<file path="config.mk">
export PLATFORM = sky130hd
export DESIGN_NAME = mux8_scan_ctrl_flat
export DESIGN_NICKNAME = d
export VERILOG_FILES = /design/src/rtl/mux8_scan_ctrl_if.sv /design/src/rtl/mux8_scan_ctrl.sv /design/src/flat_wrapper.sv
export SDC_FILE = /design/constraint.sdc
export NUM_CORES = 1
export LEC_CHECK = 0
export CORE_MARGIN = 10
export CORE_UTILIZATION = 52
export CTS_BUF_LIST = sky130_fd_sc_hd__clkbuf_4
export DETAILED_ROUTE_END_ITERATION = 10
export GPL_ROUTABILITY_DRIVEN = 0
export GPL_TIMING_DRIVEN = 0
export PLACE_DENSITY = 0.82
export SYNTH_ARGS = -nofsm -noshare
export SYNTH_HDL_FRONTEND = slang
export SYNTH_SLANG_ARGS = --single-unit
</file>
<file path="constraint.sdc">
create_clock -name clk -period 4.1 [get_ports clk]
set_input_delay 0.82 -clock clk [delete_from_list [all_inputs] [get_ports clk]]
set_output_delay 0.82 -clock clk [all_outputs]
set_load 0.005 [all_outputs]
</file>
<file path="src/rtl/mux8_scan_ctrl_if.sv">
// rtl/mux8_scan_ctrl_if.sv - handshake and select bundle between scan controller and its driver
interface mux8_scan_ctrl_if;
  logic       start;
  logic       stall;
  logic [7:0] data_in;
  logic [2:0] sel;
  logic       bit_out;
  logic       valid;
  logic       busy;
  logic       done;

  modport master (
    output start, stall, data_in,
    input  sel, bit_out, valid, busy, done
  );

  modport slave (
    input  start, stall, data_in,
    output sel, bit_out, valid, busy, done
  );
endinterface

</file>
<file path="src/rtl/mux8_scan_ctrl.sv">
// rtl/mux8_scan_ctrl.sv - steps the mux8_1 select 0..7 over a captured word and serialises it on bit_out
module mux8_scan_ctrl #(
  parameter int STEP_CYCLES = 1
) (
  input logic             clk,
  input logic             rst_n,
  mux8_scan_ctrl_if.slave bus
);

  typedef enum logic [1:0] {IDLE, RUN, DONE} stateType;

  localparam logic [7:0] LAST_STEP = 8'(STEP_CYCLES - 1);

  stateType   state, nextState;
  logic [7:0] dataReg;
  logic [7:0] stepCnt;
  logic       stepEnd;
  logic       loadReq;
  logic       validNext, busyNext, doneNext;

  assign stepEnd = (stepCnt == LAST_STEP);
  // A start seen in DONE reloads directly, giving back-to-back scans with no IDLE gap.
  assign loadReq = bus.start && (state != RUN);

  always_ff @(posedge clk or negedge rst_n) begin
    if (!rst_n) begin
      state     <= IDLE;
      bus.valid <= 1'b0;
      bus.busy  <= 1'b0;
      bus.done  <= 1'b0;
    end else begin
      state     <= nextState;
      bus.valid <= validNext;
      bus.busy  <= busyNext;
      bus.done  <= doneNext;
    end
  end

  always_comb begin
    nextState = state;
    case (state)
      IDLE:    if (bus.start) nextState = RUN;
      RUN:     if (!bus.stall && stepEnd && (bus.sel == 3'd7)) nextState = DONE;
      DONE:    nextState = bus.start ? RUN : IDLE;
      default: nextState = IDLE;
    endcase
  end

  // Status flags are decoded from the upcoming state so they leave flops aligned with it.
  always_comb begin
    validNext = (nextState == RUN);
    busyNext  = (nextState != IDLE);
    doneNext  = (nextState == DONE);
  end

  always_ff @(posedge clk or negedge rst_n) begin
    if (!rst_n) begin
      dataReg <= 8'd0;
      stepCnt <= 8'd0;
      bus.sel <= 3'd0;
    end else if (loadReq) begin
      dataReg <= bus.data_in;
      stepCnt <= 8'd0;
      bus.sel <= 3'd0;
    end else if ((state == RUN) && !bus.stall) begin
      if (!stepEnd) begin
        stepCnt <= stepCnt + 8'd1;
      end else begin
        stepCnt <= 8'd0;
        bus.sel <= (bus.sel == 3'd7) ? 3'd0 : bus.sel + 3'd1;
      end
    end
  end

  assign bus.bit_out = bus.valid ? dataReg[bus.sel] : 1'b0;

endmodule

</file>
<file path="src/flat_wrapper.sv">
// flat-port wrapper written by rule: the top's interface ports become plain ports
module mux8_scan_ctrl_flat 
#(
  parameter int STEP_CYCLES = 1
)
  (clk, rst_n, bus_start, bus_stall, bus_data_in, bus_sel, bus_bit_out, bus_valid, bus_busy, bus_done);
  mux8_scan_ctrl_if bus_i ();
  input logic clk;
  input logic rst_n;
  input wire logic [$bits(bus_i.start)-1:0] bus_start;
  input wire logic [$bits(bus_i.stall)-1:0] bus_stall;
  input wire logic [$bits(bus_i.data_in)-1:0] bus_data_in;
  output wire logic [$bits(bus_i.sel)-1:0] bus_sel;
  output wire logic [$bits(bus_i.bit_out)-1:0] bus_bit_out;
  output wire logic [$bits(bus_i.valid)-1:0] bus_valid;
  output wire logic [$bits(bus_i.busy)-1:0] bus_busy;
  output wire logic [$bits(bus_i.done)-1:0] bus_done;
  assign bus_i.start = bus_start;
  assign bus_i.stall = bus_stall;
  assign bus_i.data_in = bus_data_in;
  assign bus_sel = bus_i.sel;
  assign bus_bit_out = bus_i.bit_out;
  assign bus_valid = bus_i.valid;
  assign bus_busy = bus_i.busy;
  assign bus_done = bus_i.done;
  mux8_scan_ctrl #(.STEP_CYCLES(STEP_CYCLES)) u_core (.clk(clk), .rst_n(rst_n), .bus(bus_i));
endmodule
</file>
==> results.json, run 1 <==
{
  "status": "completed",
  "tightest_slew_ns": 1.02,
  "hp-start": "u_core.dataReg[7]$_DFFE_PN0P_",
  "crit_arrival_ns": 2.02,
  "utilization_pct": 68.5,
  "hp-class": "flop to flop",
  "hold_path_depth": 1,
  "layout-drive-gt1-share_pct": 15.6,
  "drt_iter0_drc": 21,
  "final.setup_skew_ns": 0.00227,
  "syn-cell-area_sq_um": 1140,
  "switching_power_mw": 0.225,
  "setup_viol_count_final": 0,
  "timing.setup.tns_ns": 0,
  "cts_tree": "built",
  "cts-root-buf": "clkbuf_4",
  "grt-ovfl-total": 0,
  "post_cts_buffers": 0,
  "grt_pass1_vias": 851,
  "ir_drop_mv": 0.338,
  "p_clk_share_pct": 14.2,
  "reg2reg_depth": 6,
  "synth_cell_types": 30,
  "worst_slack_ns": 1.26,
  "power.density_nw_per_um2": 534,
  "hold_buffers": 0,
  "post-route-drc-count": 0,
  "switching_share_pct": 30.5,
  "grt_pass1_wl_um": 3760,
  "leakagePower_nw": 0.593,
  "grt_max_degree": 25,
  "r2r_slack_ns": 2.39,
  "ios": 19,
  "async_flop_share_pct": 100,
  "syn_inst": 100,
  "seqPwrFrac_pct": 47.5,
  "endpoint_kind": "primary output",
  "path_cells": "mux4_2 > mux2i_1 > nor2b_1 > clkdlybuf4s50_1",
  "die_area_sq_um": 4480,
  "drv_cap": 0,
  "cp.required_ns": 3.28,
  "n_antenna_cell": 0,
  "place_ws_ns": 1.59,
  "period_minus_slack_ns": 2.84,
  "slew_headroom_pct": 31.9,
  "syn_avg_cell_area_sq_um": 11.4,
  "die_y_um": 66.9,
  "antenna_found_initial": 0,
  "whs_ns": 0.518,
  "first_pass_iters": 4,
  "power_report.internal_total_mw": 0.514,
  "vias_per_cell": 5.56,
  "power_frac_comb_pct": 38.3,
  "coreArea_sq_um": 2020,
  "vias": 828,
  "dp_hpwl_um": 1820,
  "synth_seq_cells": 24,
  "startpoint_type": "flop",
  "yosysWarningCount": 0,
  "clock_path_buffers": 2,
  "cts_max_level": 1,
  "post_cts_resize_count": 0,
  "track_usage_pct": 10.5,
  "clock_latency_ns": 0.31,
  "cp-startpoint": "u_core.bus.sel[0]$_DFFE_PN0P_",
  "hold_viol_final": 0,
  "cts_buffers": 3,
  "finalNetCount": 139,
  "port_buffers": 18,
  "cts_sinks": 24,
  "critPathSlowestCell": "mux4_2",
  "die_w_um": 66.9,
  "rows": 16,
  "synth_edf_count": 0,
  "reg2reg_from": "u_core.stepCnt[0]$_DFFE_PN0P_",
  "ys_seq_area_share_pct": 52.5,
  "period_share_pct": 69.3,
  "initial_core_util_pct": 56.6,
  "fmax_mhz": 352,
  "area_growth_syn_to_layout_pct": 21.0,
  "critical_path_class": "flop to primary output",
  "slowest_delay_ns": 0.55,
  "routed_wirelength_um": 2270,
  "synth_fp_nets": 116,
  "ant_nets": 0,
  "clkTransAtPathRegs_ns": 0.13,
  "worstPathMaxFanout": 6,
  "rsz0062_at_grt": "false",
  "maxSlewViolCount": 0,
  "synth_top_flop_cell": "dfrtp_1",
  "post_drt_wl_per_cell_um": 15.3
}
area by class of cell:
cell class                 instances  area [sq um]
buffer                             2          10.0
sequential                        24           601
clock inverter                     1          3.75
tap                               27          33.8
multi-input combinational         70           519
inverter                           4          15.0
clock buffer                       3          22.5
timing repair buffer              18           180
fill                             155           637
path summary, 6_finish.rpt:
path / endpoint
setup / recovery: bus_bit_out
hold / removal: u_core.dataReg[7]$_DFFE_PN0P_
setup reg to reg: u_core.bus.sel[0]$_DFFE_PN0P_
hold reg to reg: u_core.dataReg[7]$_DFFE_PN0P_
max in group asynchronous: u_core.dataReg[1]$_DFFE_PN0P_
min in group asynchronous: u_core.bus.busy$_DFF_PN0_
through the flow:
step | total power, mW | area, sq um | instances
after detailed placement | 0.647 | 1360 | 145
after global routing | 0.793 | 1390 | 149
after floorplan | 0.514 | 1140 | 100
after CTS | 0.750 | 1390 | 149
final | 0.740 | 1390 | 149
after global placement | 0.626 | 1360 | 145
worst max-delay path, delay by kind of cell (launching register included):
kind	cells	cell delay, ns
buffers and inverters	1	0.45
DFF	1	0.51
muxes	2	0.69
and+or+nand+nor	1	0.06
flip-flops by register name, indices dropped and copies added, names as in the netlist:
| name | count |
|---|---|
| u_core.bus.busy | 1 |
| u_core.bus.done | 1 |
| u_core.bus.sel | 3 |
| u_core.bus.valid | 1 |
| u_core.dataReg | 8 |
| u_core.state | 2 |
| u_core.stepCnt | 8 |
synthesized netlist by cell type (2+ instances only):
library cell / count / area, sq um
dfrtp_1: 24 / 601
nand2_1: 10 / 37.5
mux2_2: 8 / 90.1
o21ai_0: 8 / 40.0
a21oi_1: 5 / 25.0
ha_1: 4 / 50.1
inv_1: 4 / 15.0
nor2_1: 4 / 15.0
mux2i_1: 3 / 30.0
nand3_1: 3 / 15.0
nor3_1: 3 / 15.0
or3_1: 3 / 18.8
buf_2: 2 / 10.0
mux4_2: 2 / 45.0
nand2b_1: 2 / 12.5
kinds of logic (layout without fill, tap and decap cells):
family	count (synthesis)	after routing	share of synthesized area (%)
AOI/OAI and AO/OA	18	18	9.18
xor gates and xnor gates	1	1	0.765
adders and majority gates	4	4	4.37
buffers and inverters	6	28	2.19
DFF	24	24	52.5
muxes	13	13	14.4
and+or+nand+nor	34	34	16.6
per-layer routing:
metal / GRT usage (%) / wire, um / vias to the layer above / share of wire, %
met2: 17.2 / 1100 / 17 / 48
li1: - / - / 401 / -
met1: 12.8 / 1010 / 404 / 44
met5: 0 / 0 / - / 0
met4: 3.85 / 36 / 0 / 1.6
met3: 2.68 / 131 / 6 / 5.8
power groups by stage:
| stage | clock [mW] | sequential (mW) | combinational [mW] |
|---|---|---|---|
| 2_1_floorplan | 0 | 0.346 | 0.168 |
| 3_3_place_gp | 0 | 0.353 | 0.273 |
| 3_5_place_dp | 0 | 0.359 | 0.289 |
| 4_1_cts | 0.108 | 0.353 | 0.289 |
| 5_1_grt | 0.119 | 0.362 | 0.313 |
| 6_report | 0.105 | 0.351 | 0.283 |
cell usage in the layout, fill, tap and decap left out, drive strengths merged:
cell,instances
ha,4
and3,1
a31o,1
o31ai,1
xor2,1
and2,1
nor2,4
a22o,1
inv,4
dfrtp,24
nor4,1
clkinv,1
mux4,2
buf,2
or3,3
nor3,3
nor4b,1
a21boi,1
clkdlybuf4s50,18
o21a,1
nor3b,1
o21ai,8
a21oi,5
nand3,4
nand4,1
clkbuf,3
nand2b,2
or4,1
nor2b,1
mux2,8
nand2,10
mux2i,3
(Power assumes the default switching activity.)
==> run 2, diff against run 1 <==
==> constraint.sdc (replaced) <==
create_clock -name clk -period 2.9 [get_ports clk]
set_input_delay 0.58 -clock clk [delete_from_list [all_inputs] [get_ports clk]]
set_output_delay 0.58 -clock clk [all_outputs]
set_load 0.005 [all_outputs]
==> results of run 2 <==
The final DEF is identical to that of run 1. Status: completed.
Among the figures that moved: setup slack after placement 1.59 ns -> 0.629 ns; setup slack after layout 1.26 ns -> 0.297 ns; register-to-register setup slack 2.39 ns -> 1.19 ns; total power 0.740 mW -> 1.05 mW; worst IR drop on VDD 0.338 mV -> 0.478 mV
==> run 3, diff against run 2 <==
--- a/config.mk
+++ b/config.mk
@@ -5,13 +5,15 @@
 export SDC_FILE = /design/constraint.sdc
 export NUM_CORES = 1
 export LEC_CHECK = 0
+export CELL_PAD_IN_SITES_DETAIL_PLACEMENT = 0
+export CELL_PAD_IN_SITES_GLOBAL_PLACEMENT = 1
 export CORE_MARGIN = 10
-export CORE_UTILIZATION = 52
+export CORE_UTILIZATION = 40
 export CTS_BUF_LIST = sky130_fd_sc_hd__clkbuf_4
 export DETAILED_ROUTE_END_ITERATION = 10
 export GPL_ROUTABILITY_DRIVEN = 0
-export GPL_TIMING_DRIVEN = 0
-export PLACE_DENSITY = 0.82
+export GPL_TIMING_DRIVEN = 1
+export PLACE_DENSITY = 0.8
 export SYNTH_ARGS = -nofsm -noshare
 export SYNTH_HDL_FRONTEND = slang
 export SYNTH_SLANG_ARGS = --single-unit
==> run 3 against run 2 <==
Combinational power shrank 4%; core utilization shrank 17 points; setup slack gained 0.019 ns; count of clock-buffer cells in the layout is the same; sequential power is essentially flat; fmax grew 0.74%; routed wire length shrank 5.8%; largest cell class unchanged; largest power group unchanged; highest routed layer unchanged.
==> results.json, run 3 (same netlist as run 1, synthesis figures left out) <==
{
  "port_buffers": 18,
  "routed.top_layer": "met4",
  "post_drt_wl_per_cell_um": 14.1,
  "layout-drive-gt1-share_pct": 15.7,
  "clock_path_buffers": 2,
  "startpoint_type": "flop",
  "largestRegisters": "u_core.dataReg: 8 flops, u_core.stepCnt: 8 flops, u_core.bus.sel: 3 flops",
  "final_area_sq_um": 1410,
  "first_pass_iters": 4,
  "vias": 818,
  "hold_buffers": 0,
  "rsz0062_at_grt": "false",
  "grt-ovfl-total": 0,
  "switching_share_pct": 27.9,
  "switching_power_mw": 0.313,
  "fmax_mhz": 387,
  "cts_max_level": 1,
  "maxSlewViolCount": 0,
  "coreArea_sq_um": 2760,
  "p_clk_share_pct": 21.7,
  "drt-met1-wl_um": 1050,
  "met3_wirelength_um": 89,
  "clkTransAtPathRegs_ns": 0.14,
  "rows": 19,
  "cts_buffers": 3,
  "die_w_um": 73.5,
  "antenna_found_initial": 0,
  "critical_path_class": "flop to primary output",
  "grt_max_degree": 25,
  "status": "completed",
  "grt_pass1_vias": 766,
  "grt_pass1_wl_um": 3550,
  "initial_core_util_pct": 41.5,
  "ios": 19,
  "leakagePower_nw": 0.601,
  "die_y_um": 73.5,
  "seqPwrFrac_pct": 44.2,
  "hp-class": "flop to flop",
  "whs_ns": 0.524,
  "cts-root-buf": "clkbuf_4",
  "track_usage_pct": 8.34,
  "post-route-drc-count": 0,
  "clock_latency_ns": 0.32,
  "die_area_sq_um": 5400,
  "endpoint_kind": "primary output",
  "cp.required_ns": 2.32,
  "ant_nets": 0,
  "drt_iter0_drc": 59,
  "tightest_slew_ns": 0.811,
  "finalPower_mw": 1.12,
  "slew_headroom_pct": 46.0,
  "setup_viol_count_final": 0,
  "wl_met2_um": 965,
  "cts_sinks": 24,
  "timing.setup.tns_ns": 0,
  "mostFrequentLayoutCell": "dfrtp_1",
  "power_report.internal_total_mw": 0.810,
  "dpl-instance-area_sq_um": 1360,
  "period_minus_slack_ns": 2.58,
  "finalNetCount": 138,
  "area_growth_syn_to_layout_pct": 23.5,
  "worstPathMaxFanout": 6,
  "cts_tree": "built",
  "layout_common_cells": "dfrtp_1 (24), clkdlybuf4s50_1 (18), nand2_1 (10)",
  "post_cts_buffers": 0,
  "n_antenna_cell": 0,
  "routed_wirelength_um": 2140,
  "drv_cap": 0,
  "power.density_nw_per_um2": 794,
  "dp_hpwl_um": 1610,
  "vias_per_cell": 5.38,
  "nFillCells": 268,
  "period_share_pct": 89.1,
  "post_cts_resize_count": 0,
  "final.setup_skew_ns": 0.00776,
  "hold_viol_final": 0,
  "ir_drop_mv": 0.632,
  "power_frac_comb_pct": 34.1,
  "crit_arrival_ns": 2.00
}
## run 3: worst paths after layout
path	startpoint	end	slack (ns)	cells after the start
worst min register to register	u_core.dataReg[1]$_DFFE_PN0P_	u_core.dataReg[1]$_DFFE_PN0P_	0.52	1
worst min-delay path	u_core.dataReg[1]$_DFFE_PN0P_	u_core.dataReg[1]$_DFFE_PN0P_	0.52	1
worst max register to register	u_core.state[1]$_DFF_PN0_	u_core.stepCnt[3]$_DFFE_PN0P_	1.18	4
worst max-delay path	u_core.bus.sel[0]$_DFFE_PN0P_	bus_bit_out	0.32	4
max in group asynchronous	rst_n	u_core.stepCnt[7]$_DFFE_PN0P_	2.07	2
min in group asynchronous	rst_n	u_core.bus.sel[2]$_DFFE_PN0P_	0.60	2
## run 3: worst max-delay path: stages (launching register included)
cell and delay (ns):
dfrtp_1 0.50, mux4_2 0.54, mux2i_1 0.15, nor2b_1 0.06
clkdlybuf4s50_1 0.44
## run 3: routing by layer
layer / vias up / GRT usage, %
li1: 399 / -
met1: 407 / 10.9
met2: 10 / 12.0
met3: 2 / 1.75
met4: 0 / 5.59
met5: - / 0
## run 3: final cells by class
cell class | instances | area (sq um) | area share [%]
clock buffer | 3 | 22.5 | 1.59
clock inverter | 1 | 30.0 | 2.12
inverter | 4 | 15.0 | 1.06
sequential | 24 | 601 | 42.5
tap | 31 | 38.8 | 2.74
multi-input combinational | 70 | 519 | 36.7
timing repair buffer | 19 | 188 | 13.3
## run 3: per-stage QoR
stage	std cells	util [%]	worst slack [ns]
floorplan	100	-	1.17
global placement	148	49.4	0.637
detailed placement	148	49.4	0.553
CTS	152	51.3	0.284
global route	152	51.3	0.192
finish	152	51.3	0.316
## run 3: power by group through the flow
stage / combinational, mW / sequential (mW) / clock (mW)
after CTS: 0.392 / 0.498 / 0.249
after detailed placement: 0.391 / 0.505 / 0
final: 0.383 / 0.497 / 0.243
after global placement: 0.383 / 0.505 / 0
after floorplan: 0.238 / 0.489 / 0
after global routing: 0.424 / 0.511 / 0.258
